[config.mk]
export PLATFORM = sky130hd
export DESIGN_NAME = ps2_led_cmd_sequencer
export DESIGN_NICKNAME = d
export VERILOG_FILES = /design/src/rtl/ps2_led_cmd_sequencer_pkg.sv /design/src/rtl/ps2_timeout_timer.sv /design/src/rtl/ps2_led_cmd_sequencer.sv
export SDC_FILE = /design/constraint.sdc
export NUM_CORES = 1
export LEC_CHECK = 0
export CAP_MARGIN = 20
export CORE_MARGIN = 4
export CORE_UTILIZATION = 50
export CTS_CLUSTER_DIAMETER = 30
export DETAILED_ROUTE_END_ITERATION = 12
export GPL_ROUTABILITY_DRIVEN = 0
export PLACE_DENSITY = 0.75
export SYNTH_ARGS = -nofsm -noshare
export SYNTH_HDL_FRONTEND = slang
export SYNTH_HIERARCHICAL = 1
export SYNTH_SLANG_ARGS = --single-unit
export TNS_END_PERCENT = 100
[constraint.sdc]
create_clock -name clk -period 4.4 [get_ports clk]
set_input_delay 0.88 -clock clk [delete_from_list [all_inputs] [get_ports clk]]
set_output_delay 0.88 -clock clk [all_outputs]
set_load 0.02 [all_outputs]
[src/rtl/ps2_led_cmd_sequencer_pkg.sv]
// Shared PS/2 byte codes, lock-key scancodes and LED-sequencer FSM encodings.
package ps2_led_cmd_sequencer_pkg;

  localparam logic [7:0] PS2_CMD_SET_LEDS = 8'hED;
  localparam logic [7:0] PS2_ACK          = 8'hFA;
  localparam logic [7:0] PS2_RESEND       = 8'hFE;

  localparam logic [7:0] SC_CAPS   = 8'h58;
  localparam logic [7:0] SC_NUM    = 8'h77;
  localparam logic [7:0] SC_SCROLL = 8'h7E;

  localparam logic [2:0] ST_IDLE         = 3'd0;
  localparam logic [2:0] ST_SEND_CMD     = 3'd1;
  localparam logic [2:0] ST_WAIT_TX_CMD  = 3'd2;
  localparam logic [2:0] ST_WAIT_ACK_CMD = 3'd3;
  localparam logic [2:0] ST_SEND_LED     = 3'd4;
  localparam logic [2:0] ST_WAIT_TX_LED  = 3'd5;
  localparam logic [2:0] ST_WAIT_ACK_LED = 3'd6;

  // LED bit flipped by a lock-key make code, laid out as {caps,num,scroll}.
  function automatic logic [2:0] lock_key_mask(input logic [7:0] code);
    case (code)
      SC_CAPS:   lock_key_mask = 3'b100;
      SC_NUM:    lock_key_mask = 3'b010;
      SC_SCROLL: lock_key_mask = 3'b001;
      default:   lock_key_mask = 3'b000;
    endcase
  endfunction

endpackage

[src/rtl/ps2_timeout_timer.sv]
// Saturating cycle counter that flags when LIMIT cycles have elapsed since the last clear.
module ps2_timeout_timer #(
  parameter int unsigned LIMIT = 1_000_000
) (
  input  logic clk,
  input  logic rst,
  input  logic clear,
  input  logic enable,
  output logic expired
);

  localparam int W = $clog2(LIMIT + 1);

  logic [W-1:0] count;

  assign expired = (count == W'(LIMIT));

  always_ff @(posedge clk) begin
    if (rst || clear) begin
      count <= '0;
    end else if (enable && !expired) begin
      count <= count + W'(1);
    end
  end

endmodule

[src/rtl/ps2_led_cmd_sequencer.sv]
// Keeps keyboard lock LEDs in sync with lock-key presses by running the PS/2 Set-LEDs
// exchange (0xED, ACK, LED byte, ACK) with resend/timeout retries and a sticky abort flag.
module ps2_led_cmd_sequencer
  import ps2_led_cmd_sequencer_pkg::*;
#(
  parameter int unsigned ACK_TIMEOUT = 1_000_000,
  parameter int unsigned MAX_RETRY   = 3,
  parameter logic [2:0]  INIT_LEDS   = 3'b010,
  parameter bit          SEND_ON_RST = 1'b1
) (
  input  logic       clk,
  input  logic       rst,
  input  logic       key_data_stb,
  input  logic [7:0] key_data,
  input  logic       key_broken,
  input  logic       rx_done_stb,
  input  logic [7:0] rx_data,
  output logic       rx_enable,
  output logic       tx_start,
  output logic [7:0] tx_data,
  input  logic       tx_done_stb,
  output logic [2:0] leds,
  output logic       busy,
  output logic       cmd_error
);

  localparam int RW = (MAX_RETRY > 0) ? $clog2(MAX_RETRY + 1) : 1;

  logic [2:0]    state, state_nxt;
  logic          pending;
  logic [7:0]    led_byte;
  logic [RW-1:0] retry;
  logic [2:0]    toggle;
  logic          in_wait_tx, in_wait_ack;
  logic          accept, retry_evt, abort;
  logic          tmr_expired;

  assign busy   = (state != ST_IDLE);
  assign toggle = (key_data_stb && !key_broken) ? lock_key_mask(key_data) : 3'b000;

  always_comb begin
    in_wait_tx  = (state == ST_WAIT_TX_CMD) || (state == ST_WAIT_TX_LED);
    in_wait_ack = (state == ST_WAIT_ACK_CMD) || (state == ST_WAIT_ACK_LED);
    accept      = (in_wait_tx && tx_done_stb) ||
                  (in_wait_ack && rx_done_stb && rx_data == PS2_ACK);
    // A received byte in the expiry cycle suppresses the timeout; the saturated
    // timer fires again next cycle if that byte was not useful.
    retry_evt   = (in_wait_tx || in_wait_ack) && !accept &&
                  ((rx_done_stb && rx_data == PS2_RESEND) || (tmr_expired && !rx_done_stb));
    abort       = retry_evt && (retry == RW'(MAX_RETRY));

    state_nxt = state;
    case (state)
      ST_IDLE:     if (pending) state_nxt = ST_SEND_CMD;
      ST_SEND_CMD: state_nxt = ST_WAIT_TX_CMD;
      ST_SEND_LED: state_nxt = ST_WAIT_TX_LED;
      ST_WAIT_TX_CMD, ST_WAIT_ACK_CMD: begin
        if (accept)         state_nxt = in_wait_tx ? ST_WAIT_ACK_CMD : ST_SEND_LED;
        else if (retry_evt) state_nxt = abort ? ST_IDLE : ST_SEND_CMD;
      end
      ST_WAIT_TX_LED, ST_WAIT_ACK_LED: begin
        if (accept)         state_nxt = in_wait_tx ? ST_WAIT_ACK_LED : ST_IDLE;
        else if (retry_evt) state_nxt = abort ? ST_IDLE : ST_SEND_LED;
      end
      default:     state_nxt = ST_IDLE;
    endcase
  end

  ps2_timeout_timer #(.LIMIT(ACK_TIMEOUT)) u_timer (
    .clk     (clk),
    .rst     (rst),
    .clear   (state_nxt != state),
    .enable  (in_wait_tx || in_wait_ack),
    .expired (tmr_expired)
  );

  always_ff @(posedge clk) begin
    if (rst) begin
      state     <= ST_IDLE;
      pending   <= SEND_ON_RST;
      leds      <= INIT_LEDS;
      led_byte  <= 8'h00;
      retry     <= '0;
      rx_enable <= 1'b1;
      tx_start  <= 1'b0;
      tx_data   <= 8'h00;
      cmd_error <= 1'b0;
    end else begin
      state    <= state_nxt;
      tx_start <= 1'b0;
      leds     <= leds ^ toggle;

      if (|toggle)               pending <= 1'b1;
      else if (state == ST_IDLE) pending <= 1'b0;

      case (state)
        ST_IDLE: begin
          retry <= '0;
          if (pending) led_byte <= {5'b00000, leds};
        end
        ST_SEND_CMD: begin
          tx_start  <= 1'b1;
          tx_data   <= PS2_CMD_SET_LEDS;
          rx_enable <= 1'b0;
        end
        ST_SEND_LED: begin
          tx_start  <= 1'b1;
          tx_data   <= led_byte;
          rx_enable <= 1'b0;
        end
        default: begin
          if (accept) begin
            if (in_wait_tx) begin
              rx_enable <= 1'b1;
            end else begin
              retry <= '0;
              if (state == ST_WAIT_ACK_LED) cmd_error <= 1'b0;
            end
          end else if (abort) begin
            cmd_error <= 1'b1;
            rx_enable <= 1'b1;
            retry     <= '0;
          end else if (retry_evt) begin
            retry <= retry + RW'(1);
          end
        end
      endcase
    end
  end

endmodule

# [Word-level counts from Yosys, hierarchy flattened]
# Index checks and enable logic that the tools add are counted.
[totals] regBits=43 latchBits=0 ramBits=0 mem_bits_ro=0 inputBits=22 output_inout_bits=15 memories=0
[op_classes] add_sub_neg=2 n_mul=0 div_mod_pow=0 order_cmp=0 n_eq_ne=18 shift=0 muxes=26 bitwise_logic=4 reduce_logical=35
[op_table] cell="3-bit two-way mux" count=9
[op_table] cell="8-bit by 7-bit equality test with 1-bit output (second input constant)" count=3
[op_table] cell="20-bit by 1-bit adder with 20-bit output (second input constant)" count=1
[op_table] cell="20-bit equality test (second input constant)" count=1
[op_table] cell="8-bit equality test (second input constant)" count=2
[op_table] cell="8-bit one-hot mux with 2 select lines" count=1
[op_table] cell="3-bit one-hot mux with 5 select lines" count=1
[op_table] cell="1-bit logical AND" count=10
[op_table] cell="3-bit equality test (second input constant)" count=3
[op_table] cell="3-bit one-hot mux with 3 select lines" count=1
[op_table] cell="1-bit two-way mux" count=8
[op_table] cell="2-bit two-way mux" count=4
[op_table] cell="3-bit by 2-bit equality test with 1-bit output (second input constant)" count=2
[op_table] cell="1-bit logical OR" count=6
[op_table] cell="3-bit AND reduction" count=2
[op_table] cell="3-bit nonzero test" count=2
[op_table] cell="2-bit OR reduction" count=3
[op_table] cell="1-bit logical NOT" count=4
[op_table] cell="2-bit one-hot mux with 2 select lines" count=1
[op_table] cell="4-bit AND reduction" count=1
[op_table] cell="2-bit nonzero test" count=2
[op_table] cell="4-bit nonzero test" count=1
[op_table] cell="4-bit OR reduction" count=1
[op_table] cell="3-bit by 1-bit equality test with 1-bit output (second input constant)" count=1
[op_table] cell="other kinds (13)" count=15

# [Logic depth before layout (Yosys ltp)]
[depth] word_depth=15 mapped_depth=14

# [Hierarchy]
# Netlist, hierarchy kept.
[modules_own_cells] mod="ps2_led_cmd_sequencer" n_inst=1 cells_per_inst=165 area_each_um2=1338.8
[modules_own_cells] mod="ps2_timeout_timer" n_inst=1 cells_per_inst=118 area_each_um2=1008.5

# [Least setup slack after synthesis]
# No wires, ideal clock.
[synth_path] kind="flip-flop to flip-flop" from="reg u_timer.count[0]" to="reg u_timer.count[9]" setup_time_ns=0.059 t_arrival_ns=3.052 required_time_ns=4.341 slack_ns=1.289 path_stages_with_launch=15 n_path_buf=1 period_less_slack_ns=3.111 cell_sequence="dfxtp_1 -> inv_1 -> ha_1 -> and4bb_2 -> nand4b_1 -> nor2_1 -> nor2b_1 -> o311a_1 -> o221ai_1 -> a31o_2 -> nand4_1 -> or2_2 -> clkbuf_1 -> or4_1 -> nand2_1"
[synth_via] elab_chain_len=11
[synth_lines] item="start, declared" line="ps2_timeout_timer.sv:14" rtl="logic [W-1:0] count;"
[synth_lines] item="start signal, assigned" line="ps2_timeout_timer.sv:22" rtl="count <= count + W'(1);"
[synth_lines] item="20-bit equality test *" line="ps2_timeout_timer.sv:16" rtl="assign expired = (count == W'(LIMIT));"
[synth_lines] item="net tmr_expired" line="ps2_led_cmd_sequencer.sv:36" rtl="logic tmr_expired;"
[synth_lines] item="1-bit logical AND" line="ps2_led_cmd_sequencer.sv:49" rtl="((rx_done_stb && rx_data == PS2_RESEND) || (tmr_expired && !rx_done_stb));"
[synth_lines] item="1-bit logical OR" line="ps2_led_cmd_sequencer.sv:49"
[synth_lines] item="1-bit logical AND" line="ps2_led_cmd_sequencer.sv:48" rtl="retry_evt = (in_wait_tx || in_wait_ack) && !accept &&"
[synth_lines] item="1-bit logical AND" line="ps2_led_cmd_sequencer.sv:50" rtl="abort = retry_evt && (retry == RW'(MAX_RETRY));"
[synth_lines] item="1-bit two-way mux / 3-bit two-way mux (equally long branches)" line="ps2_led_cmd_sequencer.sv:59, ps2_led_cmd_sequencer.sv:63"
[synth_lines] item="3-bit two-way mux (on tied branches)" line="ps2_led_cmd_sequencer.sv:59, ps2_led_cmd_sequencer.sv:63"
[synth_lines] item="3-bit two-way mux (on tied branches)" line="ps2_led_cmd_sequencer.sv:58, ps2_led_cmd_sequencer.sv:62"
[synth_lines] item="3-bit one-hot mux with 5 select lines" line="ps2_led_cmd_sequencer.sv:53" rtl="case (state)"
[synth_lines] item="3-bit != test" line="ps2_led_cmd_sequencer.sv:72" rtl=".clear (state_nxt != state),"
[synth_lines] item="1-bit logical OR" line="ps2_timeout_timer.sv:19" rtl="if (rst || clear) begin"
# Mark *: on every way through the listed nets, which the timed path passes. The rest lies on a longest branch.
# A chain may end at the register's enable or synchronous reset.

# [Worst setup path in the final report]
[layout_path] from="reg u_timer.count[0]" to="reg u_timer.count[13]"
# The elaborated chain is that of the path after synthesis.

==> flow_metrics.py <==
metrics = {
    "status": {
        "status": "finished, final reports clean",
    },
    "route": {
        "vias": 2142,
        "drc": 0,
        "vias_per_cell": 5.92,
        "drt_wl_total_um": 5020,
        "firstDrtPassIters": 5,
        "routedWlPerCell_um": 13.9,
        "final_antenna_net_count": 0,
        "drtIter0Drc": 285,
    },
    "synthesis": {
        "syn-num-nets": 308,
        "synth.top_cells.by_count": "dfxtp_1, nor2_1, nand2_1, a21oi_1, nand3_1",
        "synth.area.top_cells": "dfxtp_1, nor2_1, xor2_1",
        "ys_types": 66,
        "synth_most_common_cell": "dfxtp_1",
        "synthArstFlopShare_pct": 0,
        "yosysWarnings": 6,
        "avgSynthCellArea_um2": 8.29,
        "synth_edf_count": 0,
        "synth_top_area_share_pct": 33.3,
        "netlist_instances": 283,
        "synth_top_flop_cell": "dfxtp_1",
        "syn_area_mm2": 0.00235,
        "yosys.area.top_type": "dfxtp_1",
        "ys_seq_area_share_pct": 33.3,
        "ys_seq_elements": 39,
    },
    "die": {
        "start_util_pct": 52.8,
        "rows": 24,
        "io_pins": 37,
        "dieWidth_um": 76.5,
        "coreArea_mm2": 0.00444,
        "die_area_mm2": 0.00585,
        "die_h_um": 76.5,
    },
    "timing": {
        "max-slew-margin-rel_pct": 42.8,
        "layout_min_cycle_time_ns": 3.45,
        "fin_tns_setup_ns": 0,
        "timing.fmax_mhz": 290,
        "worst_slack_ns": 0.951,
        "finalHoldViolations": 0,
        "post-route-period-util_pct": 78.4,
        "setup_viol": 0,
        "clock_skew_ns": 0.00883,
        "tightestPinTransition_ns": 0.857,
        "rsz0062_at_grt": "no",
        "final_max_slew_viol_count": 0,
    },
    "critical_path": {
        "critPathMaxStageDelay_ns": 0.54,
        "crit_path_end": "u_timer/count[13]",
        "path_cells": "inv_1, ha_1, and4bb_2, nand4b_1, nor2_1, nor2b_1, a31o_2, nand2_1, o221ai_1, nand4_1, or2_2, or4_1, nand2_1",
        "reg2reg_from": "u_timer/count[0]",
        "crit_arrival_ns": 3.69,
        "worstRegToRegCells": 13,
        "r2r_slack_ns": 0.95,
        "worstSetupPathType": "reg -> reg",
        "crit_path_end_kind": "register",
        "cp-start-kind": "register",
        "startpoint": "u_timer/count[0]",
        "path_max_fanout": 19,
        "crit_path_frequent_cell": "nand2_1",
        "required_ns": 4.64,
        "r2r_end": "u_timer/count[13]",
        "slowest_stage": "or4_1",
    },
    "placed_design": {
        "port_buffers": 35,
        "place_ws_ns": 0.902,
        "hpwl_um": 3680,
    },
    "clock_tree": {
        "tritoncts": "done",
        "cts-hold-fix-buffers": 0,
        "clock_tree.root_cell": "clkbuf_8",
        "clk_latency_ns": 0.30,
        "cts_resized": 0,
        "path_clk_slew_ns": 0.08,
        "cts.path.max_buffers": 2,
        "cts_num_sinks": 39,
        "numCtsBuffers": 5,
        "cts.htree.levels": 2,
        "post_cts_buffers": 0,
    },
    "grt": {
        "grt_pass1_vias": 1944,
        "overflow": 0,
        "grt_max_degree": 26,
        "track_usage_pct": 18.0,
        "antenna_found_initial": 0,
        "grt_pass1_wl_um": 8830,
    },
    "job": {
        "max_cap_violations": 0,
    },
    "power_and_ir_drop": {
        "ir_drop_v": 0.000204,
        "leakage_nw": 0.998,
        "powerDensity_mw_per_mm2": 318,
    },
    "layout": {
        "synthToLayoutAreaGrowth_pct": 18.2,
        "antenna_cells": 0,
        "post-route-util_pct": 62.4,
        "drive_gt1_share_pct": 9.03,
        "nNetsFinal": 334,
    },
    "min_path": {
        "hp-class": "reg -> reg",
    },
}
-- power breakdown --
| part | leakage [nW] | internal, mW | total, mW | switching, mW |
|---|---|---|---|---|
| clock | 0.0581 | 0.169 | 0.297 | 0.128 |
| sequential | 0.316 | 0.369 | 0.395 | 0.0264 |
| combinational | 0.624 | 0.0875 | 0.189 | 0.101 |
| total | 0.998 | 0.625 | 0.881 | 0.256 |
-- layer usage --
layer | global-route usage (%) | part of all wire, %
met3 | 5.32 | 6.5
met1 | 24.1 | 49
met4 | 4.71 | 0.72
met2 | 28.2 | 43
met5 | 0 | 0
-- flip-flops by register name (all words and copies together), names as in the netlist --
| register | flops |
|---|---|
| cmd_error | 1 |
| led_byte | 3 |
| leds | 3 |
| pending | 1 |
| retry | 2 |
| rx_enable | 1 |
| state | 3 |
| tx_data | 4 |
| tx_start | 1 |
| u_timer/count | 20 |
-- cell usage in the layout (no fill, tap or decap), types with 3 or more instances in the layout --
master / n
dfxtp_1: 39
clkdlybuf4s50_1: 35
nor2_1: 34
nand2_1: 21
a21oi_1: 14
nand3_1: 12
xor2_1: 11
inv_1: 10
nor3_1: 10
nand4_1: 9
xnor2_1: 8
o21ai_0: 8
nand2b_1: 7
o211ai_1: 5
o22ai_1: 5
mux2i_1: 5
clkbuf_8: 5
nor2b_1: 4
a211oi_1: 4
nand4b_1: 3
or3_1: 3
ha_1: 3
or4_1: 3
-- stage by stage --
step / hold WS [ns] / area (um2) / std cells / power, mW
after global routing: 0.533 / 2770 / 362 / 0.927
after global placement: 0.466 / 2660 / 354 / 0.589
after detailed placement: 0.483 / 2660 / 354 / 0.591
after CTS: 0.506 / 2770 / 362 / 0.890
after floorplan: 0.452 / 2350 / 283 / 0.532
final: 0.502 / 2770 / 362 / 0.881
-- kinds of logic (layout without fill, tap and decap cells) --
kind of cell    after synthesis  in the layout  synth area share (%)
simple gates                127            127                  30.0
compound gates               62             62                  19.6
flops                        39             39                  33.3
buf+inv                      27             54                  6.24
xor+xnor                     19             19                  7.09
mux                           5              5                  2.13
fa+ha+maj                     3              3                  1.60
other cells                   1              1                 0.160
-- worst min-delay path by stage --
| stage | start | end | slack [ns] | depth (start not counted) |
|---|---|---|---|---|
| floorplan | retry[1] | retry[1] | 0.45 | 2 |
| global placement | retry[1] | retry[1] | 0.47 | 2 |
| detailed placement | retry[1] | retry[1] | 0.48 | 2 |
| CTS | retry[0] | retry[0] | 0.51 | 2 |
| global route | retry[1] | retry[1] | 0.53 | 2 |
| finish | led_byte[0] | led_byte[0] | 0.50 | 2 |
-- worst max-delay path, delay by kind of cell, from the launching register on --
family	cells	cell delay, ns
AOI/OAI and AO/OA	2	0.40
adders and majority gates	1	0.14
buffers and inverters	1	0.11
and+or+nand+nor	9	2.36
DFF	1	0.37
-- final cells by class --
class,count,area [um2]
Fill cell,386,1670
Multi-Input combinational cell,217,1420
Sequential cell,39,781
Timing Repair Buffer,36,358
Clock buffer,5,68.8
Tap cell,52,65.1
Clock inverter,3,43.8
Inverter,10,37.5
No activity file was read; power rests on OpenSTA's default activity.
